File: config.mk
export PLATFORM = sky130hd
export DESIGN_NAME = reg_wb_ctrl
export DESIGN_NICKNAME = d
export VERILOG_FILES = /design/src/rtl/reg_wb_ctrl.sv
export SDC_FILE = /design/constraint.sdc
export NUM_CORES = 1
export LEC_CHECK = 0
export CAP_MARGIN = 10
export CORE_ASPECT_RATIO = 1.4
export CORE_MARGIN = 10
export CORE_UTILIZATION = 43
export DETAILED_ROUTE_END_ITERATION = 10
export PLACE_DENSITY_LB_ADDON = 0.1
export SLEW_MARGIN = 0
export SYNTH_ARGS = -nofsm -noshare
export SYNTH_HDL_FRONTEND = slang
export SYNTH_SLANG_ARGS = --single-unit
File: constraint.sdc
create_clock -name clk -period 1.4 [get_ports clk]
set_input_delay 0.14 -clock clk [delete_from_list [all_inputs] [get_ports clk]]
set_output_delay 0.14 -clock clk [all_outputs]
set_load 0.05 [all_outputs]
File: src/rtl/reg_wb_ctrl.sv
// Merges ALU and load-return writebacks onto the register-file write port, and tracks which registers have a load outstanding.
// Latency: 1 cycle for ALU results, 2 for a load return into an empty FIFO. Backpressure: ld_wb_ready drops only when the FIFO is full; the ALU is never stalled.
module reg_wb_ctrl #(
    parameter int DATA_W = 8,
    parameter int SEL_W  = 2,
    parameter int DEPTH  = 2
) (
    input  logic              clk,
    input  logic              reset_,
    input  logic              alu_wb_valid,
    input  logic [SEL_W-1:0]  alu_wb_sel,
    input  logic [DATA_W-1:0] alu_wb_data,
    input  logic              ld_issue_valid,
    input  logic [SEL_W-1:0]  ld_issue_sel,
    input  logic              ld_wb_valid,
    output logic              ld_wb_ready,
    input  logic [SEL_W-1:0]  ld_wb_sel,
    input  logic [DATA_W-1:0] ld_wb_data,
    input  logic [SEL_W-1:0]  chk_sel_0,
    input  logic [SEL_W-1:0]  chk_sel_1,
    output logic              chk_busy_0,
    output logic              chk_busy_1,
    output logic              wr_en,
    output logic [SEL_W-1:0]  wr_sel,
    output logic [DATA_W-1:0] wr_data
);

    localparam int NREG  = 1 << SEL_W;
    localparam int PTR_W = $clog2(DEPTH);
    localparam int CNT_W = PTR_W + 1;

    typedef struct packed {
        logic [SEL_W-1:0]  sel;
        logic [DATA_W-1:0] data;
    } ld_ent_t;

    // Load-return FIFO
    ld_ent_t          fifo_q [DEPTH];
    logic [PTR_W-1:0] wr_ptr_q, wr_ptr_d;
    logic [PTR_W-1:0] rd_ptr_q, rd_ptr_d;
    logic [CNT_W-1:0] cnt_q, cnt_d;
    logic             fifo_empty;
    logic             push;
    logic             pop;
    ld_ent_t          head;
    ld_ent_t          push_ent;

    // Write port and scoreboard
    logic              wr_en_q, wr_en_d;
    logic [SEL_W-1:0]  wr_sel_q, wr_sel_d;
    logic [DATA_W-1:0] wr_data_q, wr_data_d;
    logic              ld_commit_q, ld_commit_d;
    logic [NREG-1:0]   pending_q, pending_d;
    logic [NREG-1:0]   pend_set;
    logic [NREG-1:0]   pend_clr;
    logic              commit_ld;

    assign fifo_empty    = (cnt_q == '0);
    assign ld_wb_ready   = (cnt_q != CNT_W'(DEPTH));
    assign push          = ld_wb_valid & ld_wb_ready;
    assign pop           = ~alu_wb_valid & ~fifo_empty;
    assign head          = fifo_q[rd_ptr_q];
    assign push_ent.sel  = ld_wb_sel;
    assign push_ent.data = ld_wb_data;

    always_comb begin
        wr_ptr_d = wr_ptr_q;
        rd_ptr_d = rd_ptr_q;
        cnt_d    = cnt_q;
        if (push) begin
            wr_ptr_d = wr_ptr_q + PTR_W'(1);
        end
        if (pop) begin
            rd_ptr_d = rd_ptr_q + PTR_W'(1);
        end
        case ({push, pop})
            2'b10:   cnt_d = cnt_q + CNT_W'(1);
            2'b01:   cnt_d = cnt_q - CNT_W'(1);
            default: cnt_d = cnt_q;
        endcase
    end

    // Storage carries no reset; validity is tracked by cnt_q alone.
    always_ff @(posedge clk) begin
        if (push) begin
            fifo_q[wr_ptr_q] <= push_ent;
        end
    end

    always_ff @(posedge clk or negedge reset_) begin
        if (!reset_) begin
            wr_ptr_q <= '0;
            rd_ptr_q <= '0;
            cnt_q    <= '0;
        end else begin
            wr_ptr_q <= wr_ptr_d;
            rd_ptr_q <= rd_ptr_d;
            cnt_q    <= cnt_d;
        end
    end

    // ALU has strict priority; an idle cycle holds sel/data so the port stays quiet.
    always_comb begin
        wr_en_d     = 1'b0;
        wr_sel_d    = wr_sel_q;
        wr_data_d   = wr_data_q;
        ld_commit_d = 1'b0;
        if (alu_wb_valid) begin
            wr_en_d   = 1'b1;
            wr_sel_d  = alu_wb_sel;
            wr_data_d = alu_wb_data;
        end else if (!fifo_empty) begin
            wr_en_d     = 1'b1;
            wr_sel_d    = head.sel;
            wr_data_d   = head.data;
            ld_commit_d = 1'b1;
        end
    end

    always_ff @(posedge clk or negedge reset_) begin
        if (!reset_) begin
            wr_en_q     <= 1'b0;
            wr_sel_q    <= '0;
            wr_data_q   <= '0;
            ld_commit_q <= 1'b0;
        end else begin
            wr_en_q     <= wr_en_d;
            wr_sel_q    <= wr_sel_d;
            wr_data_q   <= wr_data_d;
            ld_commit_q <= ld_commit_d;
        end
    end

    assign commit_ld = wr_en_q & ld_commit_q;

    // A new issue to a register overrides the clear from its previous load's commit.
    always_comb begin
        pend_set = '0;
        pend_clr = '0;
        if (ld_issue_valid) begin
            pend_set[ld_issue_sel] = 1'b1;
        end
        if (commit_ld) begin
            pend_clr[wr_sel_q] = 1'b1;
        end
        pending_d = (pending_q & ~pend_clr) | pend_set;
    end

    always_ff @(posedge clk or negedge reset_) begin
        if (!reset_) begin
            pending_q <= '0;
        end else begin
            pending_q <= pending_d;
        end
    end

    // The register file bypasses wr_data, so a register is readable in its commit cycle.
    assign chk_busy_0 = pending_q[chk_sel_0] & ~(commit_ld & (wr_sel_q == chk_sel_0));
    assign chk_busy_1 = pending_q[chk_sel_1] & ~(commit_ld & (wr_sel_q == chk_sel_1));

    assign wr_en   = wr_en_q;
    assign wr_sel  = wr_sel_q;
    assign wr_data = wr_data_q;

endmodule
== Yosys cells after proc, flatten, opt, wreduce, memory -nomap -nowiden ==
Memory sizes are Yosys's and may differ from the RTL's.
Index checks and enable logic that the tools add are counted.
Word-level totals
  register bits after elaboration: 20
  bits in writable memories: 20
  logic and storage cells: 63
  memories kept: 1
Memories
  fifo_q: depth 2, bits a word 10, read ports 1, clocked after Yosys merged registers in 0, write ports 1, RTL line 38  | ld_ent_t fifo_q [DEPTH];
Cells by class
  add/subtract/negate cells: 4
  order comparisons: 6
  eq/ne operators: 6
  mux-type cells: 20
  bitwise operators: 14
  reduce and logical (&&, ||, !) cells: 4
Operators by type and width (count)
  2-to-1 mux 8 bit: 2
  less-than comparator 2 x 3 -> 1 bit (second input constant): 4
  2-to-1 mux 1 bit: 9
  2-to-1 mux 4 bit: 2
  AND 1 bit: 7
  AND 4 bit: 1
  binary-select mux 1 bit (select 2 bit): 2
  demux 1 bit (select 2 bit): 2
  == test 2 bit: 2
  >= comparator 2 x 1 -> 1 bit (second input constant): 2
  2-to-1 mux 2 bit: 2
  != test 2 bit (second input constant): 2
  inverter 1 bit: 4
  inverter 4 bit: 1
  bitwise OR 4 bit: 1
  case mux 2 bit (2 select lines): 1
  adder 1 bit (second input constant): 2
  adder 2 x 1 -> 2 bit (second input constant): 1
  == test 2 x 1 -> 1 bit (second input constant): 1
  == test 2 bit (second input constant): 1
  logical AND 1 bit: 2
  logical NOT 2 bit: 1
  nonzero test 2 bit: 1
  subtractor 2 x 1 -> 2 bit (second input constant): 1

== Depth between registers and ports, before layout ==
Gate-level depths: netlist of the first run.
  word-level depth: 8
  depth in mapped cells: 7
  depth with buffers taken out: 6

== Worst setup path after synthesis of the first run ==
Ideal clock, no wire load.
  path kind: reg2reg
  from: reg cnt_q[0]
  to: mem fifo_q[0][0] (netlist bit), enable pin
  setup time: 0.376 ns
  data arrival time: 1.573 ns
  data required time: 1.024 ns
  path slack: -0.549 ns
  cell stages (with the launch flop): 4
  cell sequence: dfrtp_1 > nand2b_1 > nand2_1 > nor2_1
On the way
  longest elaborated chain between the ends: 4
Ends and longest elaborated chain
  from (decl): RTL line 41  | logic [CNT_W-1:0] cnt_q, cnt_d;
  from (signal assigned): RTL line 98  | cnt_q <= cnt_d;
  != test 2 bit: RTL line 59  | assign ld_wb_ready = (cnt_q != CNT_W'(DEPTH));
  net ld_wb_ready: RTL line 16  | output logic ld_wb_ready,
  AND 1 bit: RTL line 60  | assign push = ld_wb_valid & ld_wb_ready;
  2-to-1 mux 1 bit: RTL line 85  | if (push) begin
  2-to-1 mux 1 bit (implied by the code): RTL line 86  | fifo_q[wr_ptr_q] <= push_ent;
  to (decl): RTL line 38
The timed path passes the listed nets, and every way through them passes these cells.

== Worst setup path after layout of the first run ==
  from: reg pending_q[3]
  to: out chk_busy_0
On the way
  longest elaborated chain between the ends: 3
Ends and longest elaborated chain
  from (decl): RTL line 53  | logic [NREG-1:0] pending_q, pending_d;
  from (signal assigned): RTL line 153  | pending_q <= pending_d;
  binary-select mux 1 bit (select 2 bit): RTL line 158  | assign chk_busy_0 = pending_q[chk_sel_0] & ~(commit_ld & (wr_sel_q == chk_sel_0));
  2-to-1 mux 1 bit (implied by the code): RTL line 158
  AND 1 bit: RTL line 158
  to (decl): RTL line 21  | output logic chk_busy_0,
No other way between the ends. The select of a mux whose other input is x is not followed.

==> out/results.tsv, run 1 <==
stage	metric	value	unit
synthesis	post-synthesis sequential area ratio	63.6	%
placement	hpwl dp	3160	um
global_route	antenna violations before repair	0	
clock_network	TritonCTS clock tree	yes	
synthesis	mapped cell area	1730	um2
finish	Multi-input gate area	623	um2
timing	final worst-path cycle share	115	%
global_route	total global-route track usage	11.9	%
clock_network	clk root buf	clkbuf_8	
synthesis	Synth Flop Type	edfxtp_1	
finish	layout cell share with drive strength beyond 1	27.0	%
global_route	vias in the first global route	1288	
global_route	grt ovf	0	
synthesis	Syn Nets	166	
setup_path	crit-path max FO	3	
route	Pre-Repair DR Iteration Count	4	
synthesis	post-synth top area share	34.7	%
status	status	complete, but fails checks	
status	failing checks	setup timing	
hold_path	min-delay worst type	in -> async	
synthesis	library cell with the largest summed area after synthesis	edfxtp_1	
finish	synthesis-to-finish area growth	43.0	%
synthesis	Post-synth ARST share	50.0	%
finish	FILL cells	321	
timing	Hold Fails Final Rpt	0	
synthesis	Synth Instances	134	
run	Max-Cap Viols	0	
setup_path	CP Capture Type	primary output	
synthesis	synth cell count leaders	20 x dfrtp_1, 20 x edfxtp_1, 13 x nand2_1, 12 x nor2_1, 11 x o31ai_1	
placement	Port Buf Inserts	44	
setup_path	CP Launch Type	register	
finish	final design utilization	63.2	%
floorplanning	Ports	45	
setup_path	critical path class	reg -> out	
timing	post-layout min period	1610	ps
clock_network	CTS Sinks	40	
floorplanning	Die Wd	73.6	um
timing	worst-margin pin slew	383	ps
power_and_ir_drop	VDD IR max	0.00145	V
finish	Inserted Diodes	0	
timing	Max Clk Rate	621	MHz
placement	pre-CTS WS	-238	ps
route	initial DRC count	33	
clock_network	clock slew at reported path FFs	70	ps
setup_path	worst path required time	1260	ps
power_and_ir_drop	P_leak	0.980	nW
clock_network	CTS buffer count	5	
floorplanning	Starting Density	44.2	%
floorplanning	Core Area	3920	um2
timing	post-route setup slack	-211	ps
clock_network	clock latency on the worst-skew pair	290	ps
global_route	first-pass GRT wire length	6560	um
route	wire length per cell	17.5	um
synthesis	synth top area cells	edfxtp_1 35%, dfrtp_1 29%, o31ai_1 4.8%, a211oi_1 3.9%, xor2_1 3.0%	
route	total wire length	4060	um
synthesis	YS warnings	0	
clock_network	Hold-fix buffers, CTS	0	
route	routed vias/inst	5.18	
route	Final ANT Viol Nets	0	
placement	area post-placement	2350	um2
timing	Slew Viols, Final	0	
route	DRC	0	
setup_path	Worst EP arrival	1470	ps
finish	Seq. cell area	1110	um2
synthesis	Mapped Avg Cell Area	12.9	um2
route	via count	1202	
floorplanning	die area	7000	um2
timing	Rel. slew slack	74.5	%
timing	final setup violation count	2	
timing	RSZ-0062 raised after global routing	true	
finish	final instance area	2470	um2
floorplanning	DIE HEIGHT	95.1	um
synthesis	Post-synth EDFFs	20	
synthesis	FF+latch count, synth	40	
placement	GP Congestion	0.804	
finish	Final nets	220	
power_and_ir_drop	pwr dens	2130	nW/um2
timing	clock skew	3.76	ps
global_route	largest net degree at the start of global routing	21	
synthesis	Synth cell types	27	
clock_network	H-tree levels	2	
floorplanning	Row Count	27	
clock_network	Clock Path Buffers	2	
## cells in the final DEF (no fill, tap or decap), types with 2 or more instances in the layout
| cell | n |
|---|---|
| clkdlybuf4s50_1 | 29 |
| edfxtp_1 | 20 |
| dfrtp_1 | 14 |
| buf_4 | 13 |
| nand2_1 | 12 |
| o31ai_1 | 11 |
| nor2_1 | 11 |
| a211oi_1 | 9 |
| buf_12 | 9 |
| o21ai_0 | 6 |
| xor2_1 | 6 |
| and2b_1 | 6 |
| dfrtp_2 | 6 |
| clkbuf_8 | 5 |
| nor2b_1 | 4 |
| nor2_4 | 2 |
| inv_1 | 2 |
| mux4_2 | 2 |
| o31a_2 | 2 |
| xnor2_1 | 2 |
| clkinv_2 | 2 |
| buf_6 | 2 |
## layer usage
layer	vias to the layer above	track usage, %	part of all wire, %
met3	5	4.16	7.2
li1	587	-	-
met2	39	19.9	51
met1	571	13.4	40
met4	0	4.67	0.94
met5	-	0	0
## cell type report
class / instances / share of cell area, %
tap: 43 / 2.17
clock inverter: 3 / 0.556
multi-input combinational: 85 / 25.2
timing repair buffer: 54 / 24.2
inverter: 2 / 0.303
clock buffer: 5 / 2.78
sequential: 40 / 44.8
## registers in the layout, summed over array words and instances, names as in the netlist
signal / flops
wr_en: 1
fifo_q: 20
pending_q: 4
cnt_q: 2
wr_ptr_q: 1
rd_ptr_q: 1
ld_commit_q: 1
wr_data: 8
wr_sel: 2
## report_power, final
| part | internal (mW) | switching, mW | total, mW |
|---|---|---|---|
| combinational | 1.19 | 1.33 | 2.52 |
| sequential | 1.65 | 0.374 | 2.02 |
| clock | 0.338 | 0.385 | 0.723 |
| total | 3.17 | 2.09 | 5.26 |
## path summary, 6_finish.rpt
path / cells after the start / slack, ps / to / startpoint
max in group asynchronous: 2 / 980 / wr_en$_DFF_PN0_ / reset_
worst min-delay path: 2 / 190 / pending_q[0]$_DFF_PN0_ / reset_
worst min register to register: 1 / 560 / wr_ptr_q$_DFFE_PN0P_ / wr_ptr_q$_DFFE_PN0P_
worst max register to register: 6 / 50 / cnt_q[1]$_DFFE_PN0P_ / cnt_q[0]$_DFFE_PN0P_
min in group clk: 3 / 400 / wr_data[5]$_DFFE_PN0P_ / alu_wb_data[5]
worst max-delay path: 3 / -210 / chk_busy_0 / pending_q[3]$_DFF_PN0_
## metrics by stage
stage          power (mW)  TNS, ps  std cells  hold slack, ps
2_1_floorplan        3.51        0        134            -156
3_5_place_dp         4.47     -503        222             508
3_3_place_gp         4.37     -394        222             499
4_1_cts              5.23     -434        230             193
6_report             5.26     -422        232             187
5_1_grt              5.56     -495        232             205
## critical path, stage by stage, from the launching register on
cell,delay (ps)
dfrtp_1,410
mux4_2,480
o31a_2,130
buf_6,160
## cells by family (layout without fill, tap and decap cells)
| logic type | count (synthesis) | in the layout | share of synthesized area, % |
|---|---|---|---|
| AND/OR/NAND/NOR | 43 | 43 | 12.3 |
| flip-flops | 40 | 40 | 63.6 |
| AO/OA/AOI/OAI | 30 | 30 | 12.9 |
| XOR/XNOR | 9 | 9 | 4.56 |
| buffers and inverters | 9 | 64 | 3.33 |
| multiplexers | 2 | 2 | 2.60 |
| adder cells (fa/ha/maj) | 1 | 1 | 0.723 |
## repair_timing
| action | CTS | global route |
|---|---|---|
| pin swaps | 0 | 2 |
| gates resized for setup | 5 | 3 |
| buffers inserted | 0 | 2 |
| endpoints found under the setup margin | 4 | 3 |
(Power assumes the default switching activity.)
==> run 2, diff against run 1 <==
SETUP_SLACK_MARGIN = 0.4   (was default)
==> out/results.tsv, run 2 (synthesized netlist as in run 1, its figures left out) <==
stage	metric	value	unit
status	status	complete, but fails checks	
status	failing checks	setup timing	
setup_path	flop2flop setup slack	-20	ps
clock_network	TritonCTS clock tree	yes	
power_and_ir_drop	NetSw	2.63	mW
timing	Hold Fails Final Rpt	0	
floorplanning	Starting Density	44.2	%
setup_path	CP Capture Type	primary output	
setup_path	Crit-path slowest cell	mux4_2	
timing	clock skew	3.84	ps
floorplanning	DIE HEIGHT	95.1	um
clock_network	Hold-fix buffers, CTS	0	
global_route	antenna violations before repair	0	
timing	final setup violation count	4	
floorplanning	Core Area	3920	um2
setup_path	critical path class	reg -> out	
route	DRC	0	
run	Max-Cap Viols	0	
setup_path	Worst EP arrival	1460	ps
setup_path	RR Startpoint	wr_sel[0]$_DFFE_PN0P_	
timing	worst-margin pin slew	267	ps
timing	final worst-path cycle share	114	%
route	total wire length	4790	um
finish	Final nets	251	
power_and_ir_drop	clock share of power	13.2	%
setup_path	R2R depth	7	
finish	commonest non-fill, non-tap cell in the layout	clkdlybuf4s50_1	
global_route	Most Used Layer, Global Route	met2	
route	Pre-Repair DR Iteration Count	4	
route	via count	1361	
setup_path	CP Launch Type	register	
global_route	largest net degree at the start of global routing	22	
finish	Largest register FFs	20	
finish	FILL cells	228	
clock_network	H-tree levels	2	
clock_network	Clock Path Buffers	2	
timing	Max Clk Rate	625	MHz
timing	Slew Viols, Final	0	
placement	Port Buf Inserts	44	
finish	register bank with the most flops	fifo_q	
power_and_ir_drop	Int Pwr	4.33	mW
route	routed vias/inst	5.17	
timing	post-route setup slack	-200	ps
finish	final instance area	3090	um2
global_route	first-pass GRT wire length	7560	um
placement	pre-CTS WS	-219	ps
global_route	met2 Use GR	24.3	%
setup_path	worst path required time	1260	ps
power_and_ir_drop	Comb pwr share	58.2	%
clock_network	clock latency on the worst-skew pair	290	ps
finish	Seq. cell area	1110	um2
global_route	grt ovf	0	
timing	Rel. slew slack	82.2	%
timing	post-layout min period	1600	ps
global_route	total global-route track usage	13.7	%
timing	worst hold slack	178	ps
finish	synthesis-to-finish area growth	78.5	%
power_and_ir_drop	Flop pwr share	28.6	%
power_and_ir_drop	VDD IR max	0.00163	V
power_and_ir_drop	P_leak	1.24	nW
route	Final ANT Viol Nets	0	
placement	area post-placement	2460	um2
clock_network	clk root buf	clkbuf_8	
floorplanning	die area	7000	um2
placement	GP Congestion	0.797	
floorplanning	Row Count	27	
global_route	M1 GR Usage	15.5	%
finish	most frequent cells in the layout	28 x clkdlybuf4s50_1, 20 x edfxtp_1, 19 x buf_6	
setup_path	Worst Setup EP	chk_busy_0	
timing	RSZ-0062 raised after global routing	true	
finish	Multi-input gate area	818	um2
floorplanning	Die Wd	73.6	um
power_and_ir_drop	switch share	37.8	%
finish	layout cell share with drive strength beyond 1	51.8	%
route	initial DRC count	40	
setup_path	max incr delay on CP	470	ps
setup_path	Crit. Startpoint	pending_q[2]$_DFF_PN0_	
setup_path	r2r endpoint	pending_q[0]$_DFF_PN0_	
finish	Inserted Diodes	0	
power_and_ir_drop	pwr dens	2250	nW/um2
hold_path	min-delay worst type	in -> async	
clock_network	CTS buffer count	5	
floorplanning	Ports	45	
setup_path	crit-path max FO	3	
global_route	M3 GR Usage	3.95	%
clock_network	clock slew at reported path FFs	70	ps
clock_network	CTS Sinks	40	
placement	hpwl dp	3030	um
global_route	vias in the first global route	1455	
route	wire length per cell	18.2	um
setup_path	critical-path cell list	mux4_2 > o31a_2 > buf_6	
[run 2: cell count changes in the layout (fill, tap and decap cells not counted), sizes merged]
cell and delta:
clkbuf +1, and3 +1, clkinv -2, dlymetal6s2s +1, bufinv +1, clkdlybuf4s50 -1
buf +30
[run 2: worst min path at each step]
stage          startpoint                     end  slack (ps)  depth (start not counted)
3_5_place_dp       reset_    cnt_q[1]$_DFFE_PN0P_         500                          2
5_1_grt            reset_  wr_data[1]$_DFFE_PN0P_         200                          2
6_report           reset_    cnt_q[1]$_DFFE_PN0P_         180                          2
2_1_floorplan      reset_    cnt_q[0]$_DFFE_PN0P_        -160                          0
4_1_cts            reset_  wr_data[6]$_DFFE_PN0P_         180                          2
3_3_place_gp       reset_    cnt_q[1]$_DFFE_PN0P_         500                          2
[run 2: power by group through the flow]
stage          combinational [mW]  sequential (mW)  clock, mW
6_report                     4.05             1.99      0.919
3_3_place_gp                 2.73             1.96          0
4_1_cts                      3.73             1.98      0.941
2_1_floorplan                1.46             2.27          0
3_5_place_dp                 2.77             1.98          0
5_1_grt                      4.28             2.03      0.999
[run 2: layer usage]
| metal | part of all wire (%) | wire, um |
|---|---|---|
| met5 | 0 | 0 |
| met4 | 1.8 | 85 |
| met3 | 6.2 | 299 |
| met2 | 53 | 2550 |
| met1 | 39 | 1860 |
[run 2: layout make-up]
| cell class | instances | area share, % |
|---|---|---|
| multi-input cells | 86 | 26.5 |
| well taps | 43 | 1.74 |
| repair buffers | 84 | 32.1 |
| flip-flops and latches | 40 | 35.9 |
| clock buffers | 6 | 2.35 |
| clock inverters | 2 | 1.13 |
| inverters | 2 | 0.324 |
[run 2: repair_timing]
item	in CTS	in global routing
cloned	4	0
pin swaps	6	4
setup endpoints to repair	50	52
gates resized for setup	49	12
buffers inserted	17	11
[run 2: critical path: cells and delay by family (launching register included)]
| family | cells | cell delay, ps |
|---|---|---|
| mux | 1 | 470 |
| compound gates | 1 | 140 |
| buf+inv | 1 | 150 |
| flops | 1 | 400 |
[run 2: stage by stage]
stage | TNS [ps] | std cells | total power, mW | utilization [%]
floorplan | 0 | 134 | 3.72 | -
global placement | -374 | 223 | 4.69 | 62.8
detailed placement | -476 | 223 | 4.75 | 62.8
CTS | -381 | 252 | 6.65 | 75.2
global route | -690 | 263 | 7.31 | 78.8
finish | -479 | 263 | 6.95 | 78.8
